### src/rtl/mips_pkg.sv
// Shared MIPS pipeline definitions:
// memory-op encodings, MEM FSM states, WB bits.
package mips_pkg;

  localparam logic [1:0] M_NONE    = 2'b00;
  localparam logic [1:0] M_WRITE   = 2'b01;
  localparam logic [1:0] M_READ    = 2'b10;
  localparam logic [1:0] M_ILLEGAL = 2'b11;

  localparam int unsigned WB_REGWRITE = 1;
  localparam int unsigned WB_MEMTOREG = 0;

  typedef enum logic {
    S_IDLE = 1'b0,
    S_WAIT = 1'b1
  } mem_state_e;

endpackage

### src/rtl/mem_access_stage_if.sv
// Data-memory req/ack bus between the MEM stage
// (master) and the data memory (slave).
interface mem_access_stage_if;

  logic        dmem_req;
  logic        dmem_we;
  logic [31:0] dmem_addr;
  logic [31:0] dmem_wdata;
  logic        dmem_ack;
  logic [31:0] dmem_rdata;

  modport master (
    output dmem_req,
    output dmem_we,
    output dmem_addr,
    output dmem_wdata,
    input  dmem_ack,
    input  dmem_rdata
  );

  modport slave (
    input  dmem_req,
    input  dmem_we,
    input  dmem_addr,
    input  dmem_wdata,
    output dmem_ack,
    output dmem_rdata
  );

endinterface

### src/rtl/mem_wb_reg.sv
// MEM/WB pipeline register; bubble wins over load,
// and the contents hold when neither is asserted.
module mem_wb_reg (
  input  logic        clk,
  input  logic        rst,
  input  logic        load,
  input  logic        bubble,
  input  logic [1:0]  wb_d,
  input  logic [31:0] rdata_d,
  input  logic [31:0] result_d,
  input  logic [4:0]  rd_d,
  output logic [1:0]  wb_q,
  output logic [31:0] rdata_q,
  output logic [31:0] result_q,
  output logic [4:0]  rd_q
);

  always_ff @(posedge clk or posedge rst) begin
    if (rst) begin
      wb_q     <= '0;
      rdata_q  <= '0;
      result_q <= '0;
      rd_q     <= '0;
    end else if (bubble) begin
      wb_q     <= '0;
      rdata_q  <= '0;
      result_q <= '0;
      rd_q     <= '0;
    end else if (load) begin
      wb_q     <= wb_d;
      rdata_q  <= rdata_d;
      result_q <= result_d;
      rd_q     <= rd_d;
    end
  end

endmodule

### src/rtl/mem_access_stage.sv
// MIPS MEM stage: data-memory req/ack access,
// upstream stall, timeout abort and MEM/WB register.
module mem_access_stage
  import mips_pkg::*;
#(
  parameter int unsigned TIMEOUT_CYCLES = 255
) (
  input  logic        clk,
  input  logic        rst,
  input  logic [1:0]  wbIn,
  input  logic [1:0]  mIn,
  input  logic [31:0] resultIn,
  input  logic [31:0] writeDataIn,
  input  logic [4:0]  registerRdIn,
  mem_access_stage_if.master dmem,
  output logic        stall,
  output logic [1:0]  wbOut,
  output logic [31:0] readDataOut,
  output logic [31:0] resultOut,
  output logic [4:0]  registerRdOut,
  output logic        err_misaligned,
  output logic        err_timeout
);

  localparam logic [7:0] TMO_LAST = 8'(TIMEOUT_CYCLES - 1);

  mem_state_e  state_q, state_d;
  logic [7:0]  cnt_q, cnt_d;
  logic        errm_q, errm_d;
  logic        errt_q, errt_d;

  logic        is_ld, is_st, is_op;
  logic        misal, valid_op;
  logic        req, ack;
  logic        mw_load, mw_bubble;
  logic [31:0] rdata_in;

  always_comb begin
    is_ld = 1'b0;
    is_st = 1'b0;
    unique case (1'b1)
      (mIn == M_READ):  is_ld = 1'b1;
      (mIn == M_WRITE): is_st = 1'b1;
      default: ;
    endcase
  end

  assign is_op    = is_ld | is_st;
  assign misal    = resultIn[1:0] != 2'b00;
  assign valid_op = is_op & ~misal;
  assign ack      = dmem.dmem_ack;
  assign rdata_in = is_ld ? dmem.dmem_rdata : '0;

  always_comb begin
    state_d   = state_q;
    cnt_d     = cnt_q;
    req       = 1'b0;
    mw_load   = 1'b0;
    mw_bubble = 1'b0;
    errm_d    = 1'b0;
    errt_d    = 1'b0;
    unique case (state_q)
      S_IDLE: begin
        req = valid_op;
        if (!valid_op) begin
          // illegal and misaligned ops become bubbles
          mw_load   = mIn == M_NONE;
          mw_bubble = mIn != M_NONE;
          errm_d    = is_op;
        end else if (ack) begin
          mw_load = 1'b1;
        end else begin
          mw_bubble = 1'b1;
          state_d   = S_WAIT;
          cnt_d     = '0;
        end
      end
      S_WAIT: begin
        req = 1'b1;
        if (ack) begin
          mw_load = 1'b1;
          state_d = S_IDLE;
          cnt_d   = '0;
        end else if (cnt_q == TMO_LAST) begin
          mw_bubble = 1'b1;
          errt_d    = 1'b1;
          state_d   = S_IDLE;
          cnt_d     = '0;
        end else begin
          cnt_d = cnt_q + 8'd1;
        end
      end
      default: ;
    endcase
  end

  always_ff @(posedge clk or posedge rst) begin
    if (rst) begin
      state_q <= S_IDLE;
      cnt_q   <= '0;
      errm_q  <= 1'b0;
      errt_q  <= 1'b0;
    end else begin
      state_q <= state_d;
      cnt_q   <= cnt_d;
      errm_q  <= errm_d;
      errt_q  <= errt_d;
    end
  end

  // rst gates req so an in-flight access drops at once
  assign dmem.dmem_req   = req & ~rst;
  assign dmem.dmem_we    = mIn[0];
  assign dmem.dmem_addr  = resultIn;
  assign dmem.dmem_wdata = writeDataIn;
  assign stall           = dmem.dmem_req & ~ack;
  assign err_misaligned  = errm_q;
  assign err_timeout     = errt_q;

  mem_wb_reg u_mem_wb (
    .clk      (clk),
    .rst      (rst),
    .load     (mw_load),
    .bubble   (mw_bubble),
    .wb_d     (wbIn),
    .rdata_d  (rdata_in),
    .result_d (resultIn),
    .rd_d     (registerRdIn),
    .wb_q     (wbOut),
    .rdata_q  (readDataOut),
    .result_q (resultOut),
    .rd_q     (registerRdOut)
  );

endmodule

### src/flat_wrapper.sv
// flat-port wrapper written by rule: the top's interface ports become plain ports
module mem_access_stage_flat import mips_pkg::*;
#(
  parameter int unsigned TIMEOUT_CYCLES = 255
)
  (clk, rst, wbIn, mIn, resultIn, writeDataIn, registerRdIn, stall, wbOut, readDataOut, resultOut, registerRdOut, err_misaligned, err_timeout, dmem_dmem_req, dmem_dmem_we, dmem_dmem_addr, dmem_dmem_wdata, dmem_dmem_ack, dmem_dmem_rdata);
  mem_access_stage_if dmem_i ();
  input  logic clk;
  input  logic rst;
  input  logic [1:0] wbIn;
  input  logic [1:0] mIn;
  input  logic [31:0] resultIn;
  input  logic [31:0] writeDataIn;
  input  logic [4:0] registerRdIn;
  output logic stall;
  output logic [1:0] wbOut;
  output logic [31:0] readDataOut;
  output logic [31:0] resultOut;
  output logic [4:0] registerRdOut;
  output logic err_misaligned;
  output logic err_timeout;
  output wire logic [$bits(dmem_i.dmem_req)-1:0] dmem_dmem_req;
  output wire logic [$bits(dmem_i.dmem_we)-1:0] dmem_dmem_we;
  output wire logic [$bits(dmem_i.dmem_addr)-1:0] dmem_dmem_addr;
  output wire logic [$bits(dmem_i.dmem_wdata)-1:0] dmem_dmem_wdata;
  input wire logic [$bits(dmem_i.dmem_ack)-1:0] dmem_dmem_ack;
  input wire logic [$bits(dmem_i.dmem_rdata)-1:0] dmem_dmem_rdata;
  assign dmem_dmem_req = dmem_i.dmem_req;
  assign dmem_dmem_we = dmem_i.dmem_we;
  assign dmem_dmem_addr = dmem_i.dmem_addr;
  assign dmem_dmem_wdata = dmem_i.dmem_wdata;
  assign dmem_i.dmem_ack = dmem_dmem_ack;
  assign dmem_i.dmem_rdata = dmem_dmem_rdata;
  mem_access_stage #(.TIMEOUT_CYCLES(TIMEOUT_CYCLES)) u_core (.clk(clk), .rst(rst), .wbIn(wbIn), .mIn(mIn), .resultIn(resultIn), .writeDataIn(writeDataIn), .registerRdIn(registerRdIn), .dmem(dmem_i), .stall(stall), .wbOut(wbOut), .readDataOut(readDataOut), .resultOut(resultOut), .registerRdOut(registerRdOut), .err_misaligned(err_misaligned), .err_timeout(err_timeout));
endmodule
### config.mk
export PLATFORM = sky130hd
export DESIGN_NAME = mem_access_stage_flat
export DESIGN_NICKNAME = d
export VERILOG_FILES = /design/src/rtl/mips_pkg.sv /design/src/rtl/mem_access_stage_if.sv /design/src/rtl/mem_wb_reg.sv /design/src/rtl/mem_access_stage.sv /design/src/flat_wrapper.sv
export SDC_FILE = /design/constraint.sdc
export NUM_CORES = 1
export LEC_CHECK = 0
export CORE_ASPECT_RATIO = 0.9
export CORE_MARGIN = 10
export CORE_UTILIZATION = 32
export CTS_BUF_LIST = sky130_fd_sc_hd__clkbuf_16
export DETAILED_ROUTE_END_ITERATION = 7
export HOLD_SLACK_MARGIN = 0.15
export PLACE_DENSITY = 0.84
export SKIP_CTS_REPAIR_TIMING = 1
export SYNTH_ARGS = -nofsm -noshare
export SYNTH_HDL_FRONTEND = slang
export SYNTH_SLANG_ARGS = --single-unit
### constraint.sdc
create_clock -name clk -period 2.4 [get_ports clk]
set_clock_uncertainty 0.05 [all_clocks]
set_input_delay 0.48 -clock clk [delete_from_list [all_inputs] [get_ports clk]]
set_output_delay 0.48 -clock clk [all_outputs]
set_load 0.005 [all_outputs]
==> results of run 1 <==
-- per-layer routing --
layer | vias to the layer above | part of all wire | global-route usage
met2 | 121 | 0.50 | 0.223
li1 | 1248 | - | -
met5 | - | 0 | 0
met4 | 0 | 0.026 | 0.0577
met3 | 36 | 0.084 | 0.0559
met1 | 1330 | 0.39 | 0.142
-- sequential cells by signal (all words and copies together), names as in the netlist --
register,flops
u_core.u_mem_wb.wb_q,2
u_core.state_q,1
u_core.u_mem_wb.rdata_q,32
u_core.cnt_q,8
u_core.u_mem_wb.rd_q,5
u_core.err_timeout,1
u_core.u_mem_wb.result_q,32
u_core.err_misaligned,1
-- worst max path at each step --
| stage | startpoint | endpoint |
|---|---|---|
| 6_report | mIn[0] | u_core.u_mem_wb.rdata_q[8] |
| 5_1_grt | mIn[0] | u_core.u_mem_wb.rdata_q[11] |
| 4_1_cts | mIn[0] | stall |
| 3_5_place_dp | mIn[0] | u_core.u_mem_wb.rdata_q[22] |
| 3_3_place_gp | mIn[0] | stall |
| 2_1_floorplan | mIn[0] | u_core.cnt_q[7] |
-- area by class of cell --
type	instances	area [um2]
Clock inverter	6	60.1
Sequential cell	82	2050
Tap cell	152	190
Multi-Input combinational cell	125	1010
Clock buffer	9	225
Timing Repair Buffer	193	1970
Fill cell	943	5410
Inverter	6	26.3
-- through the flow --
step / total power, uW / cells / util
floorplan: 1780 / 294 / -
global placement: 2090 / 558 / 0.478
detailed placement: 2110 / 558 / 0.478
CTS: 3460 / 573 / 0.504
global route: 3550 / 573 / 0.506
finish: 3400 / 573 / 0.506
-- cells in the final DEF, fill, tap and decap left out, types with 3 or more instances in the layout --
master and n:
dfrtp_1 82, nor2_1 4, clkbuf_16 9, buf_12 5, nand2_1 10, o21ai_0 5
buf_4 5, a22o_1 72, inv_1 6, ha_1 3, nand3_1 7, clkdlybuf4s50_1 181
a21oi_1 3
-- worst register-to-register path: cells and delay by family (launching register included) --
kind            cells  cell delay (ns)
buf+inv             1             0.08
flops               1             0.45
fa+ha+maj           1             0.27
compound gates      1             0.30
simple gates        2             0.60
-- power by group --
part / switching (uW) / leakage (uW) / internal, uW
Sequential: 53.7 / 0.00111 / 1460
Combinational: 208 / 0.00119 / 354
Clock: 532 / 0.000142 / 794
Total: 794 / 0.00244 / 2610
-- cells by family after synthesis --
kind of cell             count (synthesis)
AO/OA/AOI/OAI                           87
buffers and inverters                   87
flip-flops                              82
AND/OR/NAND/NOR                         32
adder cells (fa/ha/maj)                  4
XOR/XNOR                                 2
-- cell usage after synthesis (all sizes together) --
cell and number:
dfrtp 82, buf 80, a22o 72, nand2 10, nand3 7, inv 6
o21ai 5, ha 4, nor2 4, a21oi 3, nand4 2, o22ai 2
xor2 2, a21bo 1, a21boi 1, a21o 1, a41o 1, a41oi 1
and4 1, clkbuf 1, nor2b 1, nor3 1, nor3b 1, nor4b 1
or2b 1, or3 1, or3b 1, or4 1
==> impl_results.md, run 1 <==
- Largest family of logic cells by synthesized area: compound AO/OA/AOI/OAI gates
- Largest net degree at the start of global routing: 83
- Multiplexer share of the synthesized area: 0
- Area of the core: 10,900 um2
- Clk_lat worst skew: 0.33 ns
- Hpwl dp: between 8 and 9 mm
- Critical Path Max Stage Delay: 0.47 ns
- R2R setup slack: 0.59 ns
- CTS tree: done
- Detailed Routing Iterations Pass 1: 4
- WL per Instance: 18.9 um
- Simple-Gate Fraction of Synth Area: 0.0458
- First-pass GRT wire length: 17.1 mm
- Post-Route WL: between 10 and 15 mm
- H-tree levels: 3
- TNS Setup: 0 ns
- Synth unique cells: 30
- Num rows: 36
- Max_cap viols: 0
- Yosys reg bits: 82
- Clk sinks: 82
- Die area: 16,000 um2
- CP startpoint kind: primary input
- Post-Place Cell Area: 5230 um2
- CP top delay family: buffers and inverters
- WP data arrival: 2.49 ns
- CTS Buf Count: 9
- Actual slew at the worst max-slew pin: ~0.46 ns
- Post-route cell area: 5540 um2
- Share of cells above drive strength 1: 0.0736
- Routability Congestion: around 0.76
- Hold WS: 0.450 ns
- Via density: 4.77
- Final Hold Vio Count: 0
- Syn_nets: 406
- Die height: 121 um
- Hold endpoint: u_core.u_mem_wb.rdata_q[6]
- Final ANT Viol Nets: 0
- Cell depth of the worst setup path: 8
- Area grow syn2layout: 52.5%
- Hold Startpoint: u_core.u_mem_wb.rdata_q[6]
- Critical path cell sequence: clkdlybuf4s50_1 -> inv_1 -> ha_4 -> or3b_1 -> a21bo_2 -> a21boi_2 -> buf_12 -> a22o_1
- Crit. End Element: flip-flop
- Worst reg2reg path depth: 5
- Reg-to-Reg Start: u_core.cnt_q[0]
- Overflow left after global routing: 0
- Initial Util: 0.332
- Via count: between 2,000 and 3,000
- Final #Nets: 529
- Reg2Reg Capture Point: u_core.cnt_q[7]
- Synthesized area: 3630 um2
- RSZ-0062 raised after global routing: false
- Syn avg cell area: 12.3 um2
- GRT Overall Usage: 0.132
- Req. time, crit path: 2.62 ns
- Outcome: finished, final reports clean
- XOR/XNOR Fraction of Synth Area: 0.00483
- Slowest-stage cell, CP: clkdlybuf4s50_1
- Synth top area share: 0.565
- Final min period: 2.27 ns
- Final Slew Violations: 0
- I/O Pins: 248
- Largest area contributor in the netlist: dfrtp_1
- Post-Place Setup Slack: -0.229 ns
- Worst Path Max Fanout: 32
- Initial antenna violation count: 0
- Compound-gate portion of the synthesized area: 0.205
- Fmax: 0.440 GHz
- Final period utilization: 0.947
- YS warnings: 0
- Vias in the first global route: 3,107
- Slew HR: 0.692
- Starting DRC count in detailed routing: about 150
- CTS Buffer Depth: 2
- Fin worst setup slack: about 0.13 ns
- Ranking of synthesized cells by area: dfrtp_1, a22o_1, buf_4, buf_2, ha_1
- DRC: 0
- Power Dens Cells: a little over 600 nW/um2
- Part of the Yosys area used for sequential elements: 0.565
- Crit path buf inv count: 3
- Setup violations, final: 0
- Syn Inst Count: just under 300
- Hold Crit Depth: 1
- Clock Pin Slew Worst Setup and Hold Paths: 0.06 ns
- Chip Width: 132 um
- Hold WC Path Type: reg -> reg
- Critical path class: in -> reg
- Inserted Diodes: 0
- Clk root buf: clkbuf_16
- Area share of fa/ha/maj cells after synthesis: 0.0138
- Peak VDD IR: 0.307 mV
- Pleak: between 0.002 and 0.0025 uW
- IO buf count: 183
Power figures use the tool's default switching activity.
==> run 2: changes to the inputs <==
--- a/config.mk
+++ b/config.mk
@@ -16,3 +16,4 @@
 export SYNTH_ARGS = -nofsm -noshare
 export SYNTH_HDL_FRONTEND = slang
 export SYNTH_SLANG_ARGS = --single-unit
+export TNS_END_PERCENT = 100
==> results of run 2 <==
No change in the layout: final DEF, timing and power equal those of run 1.
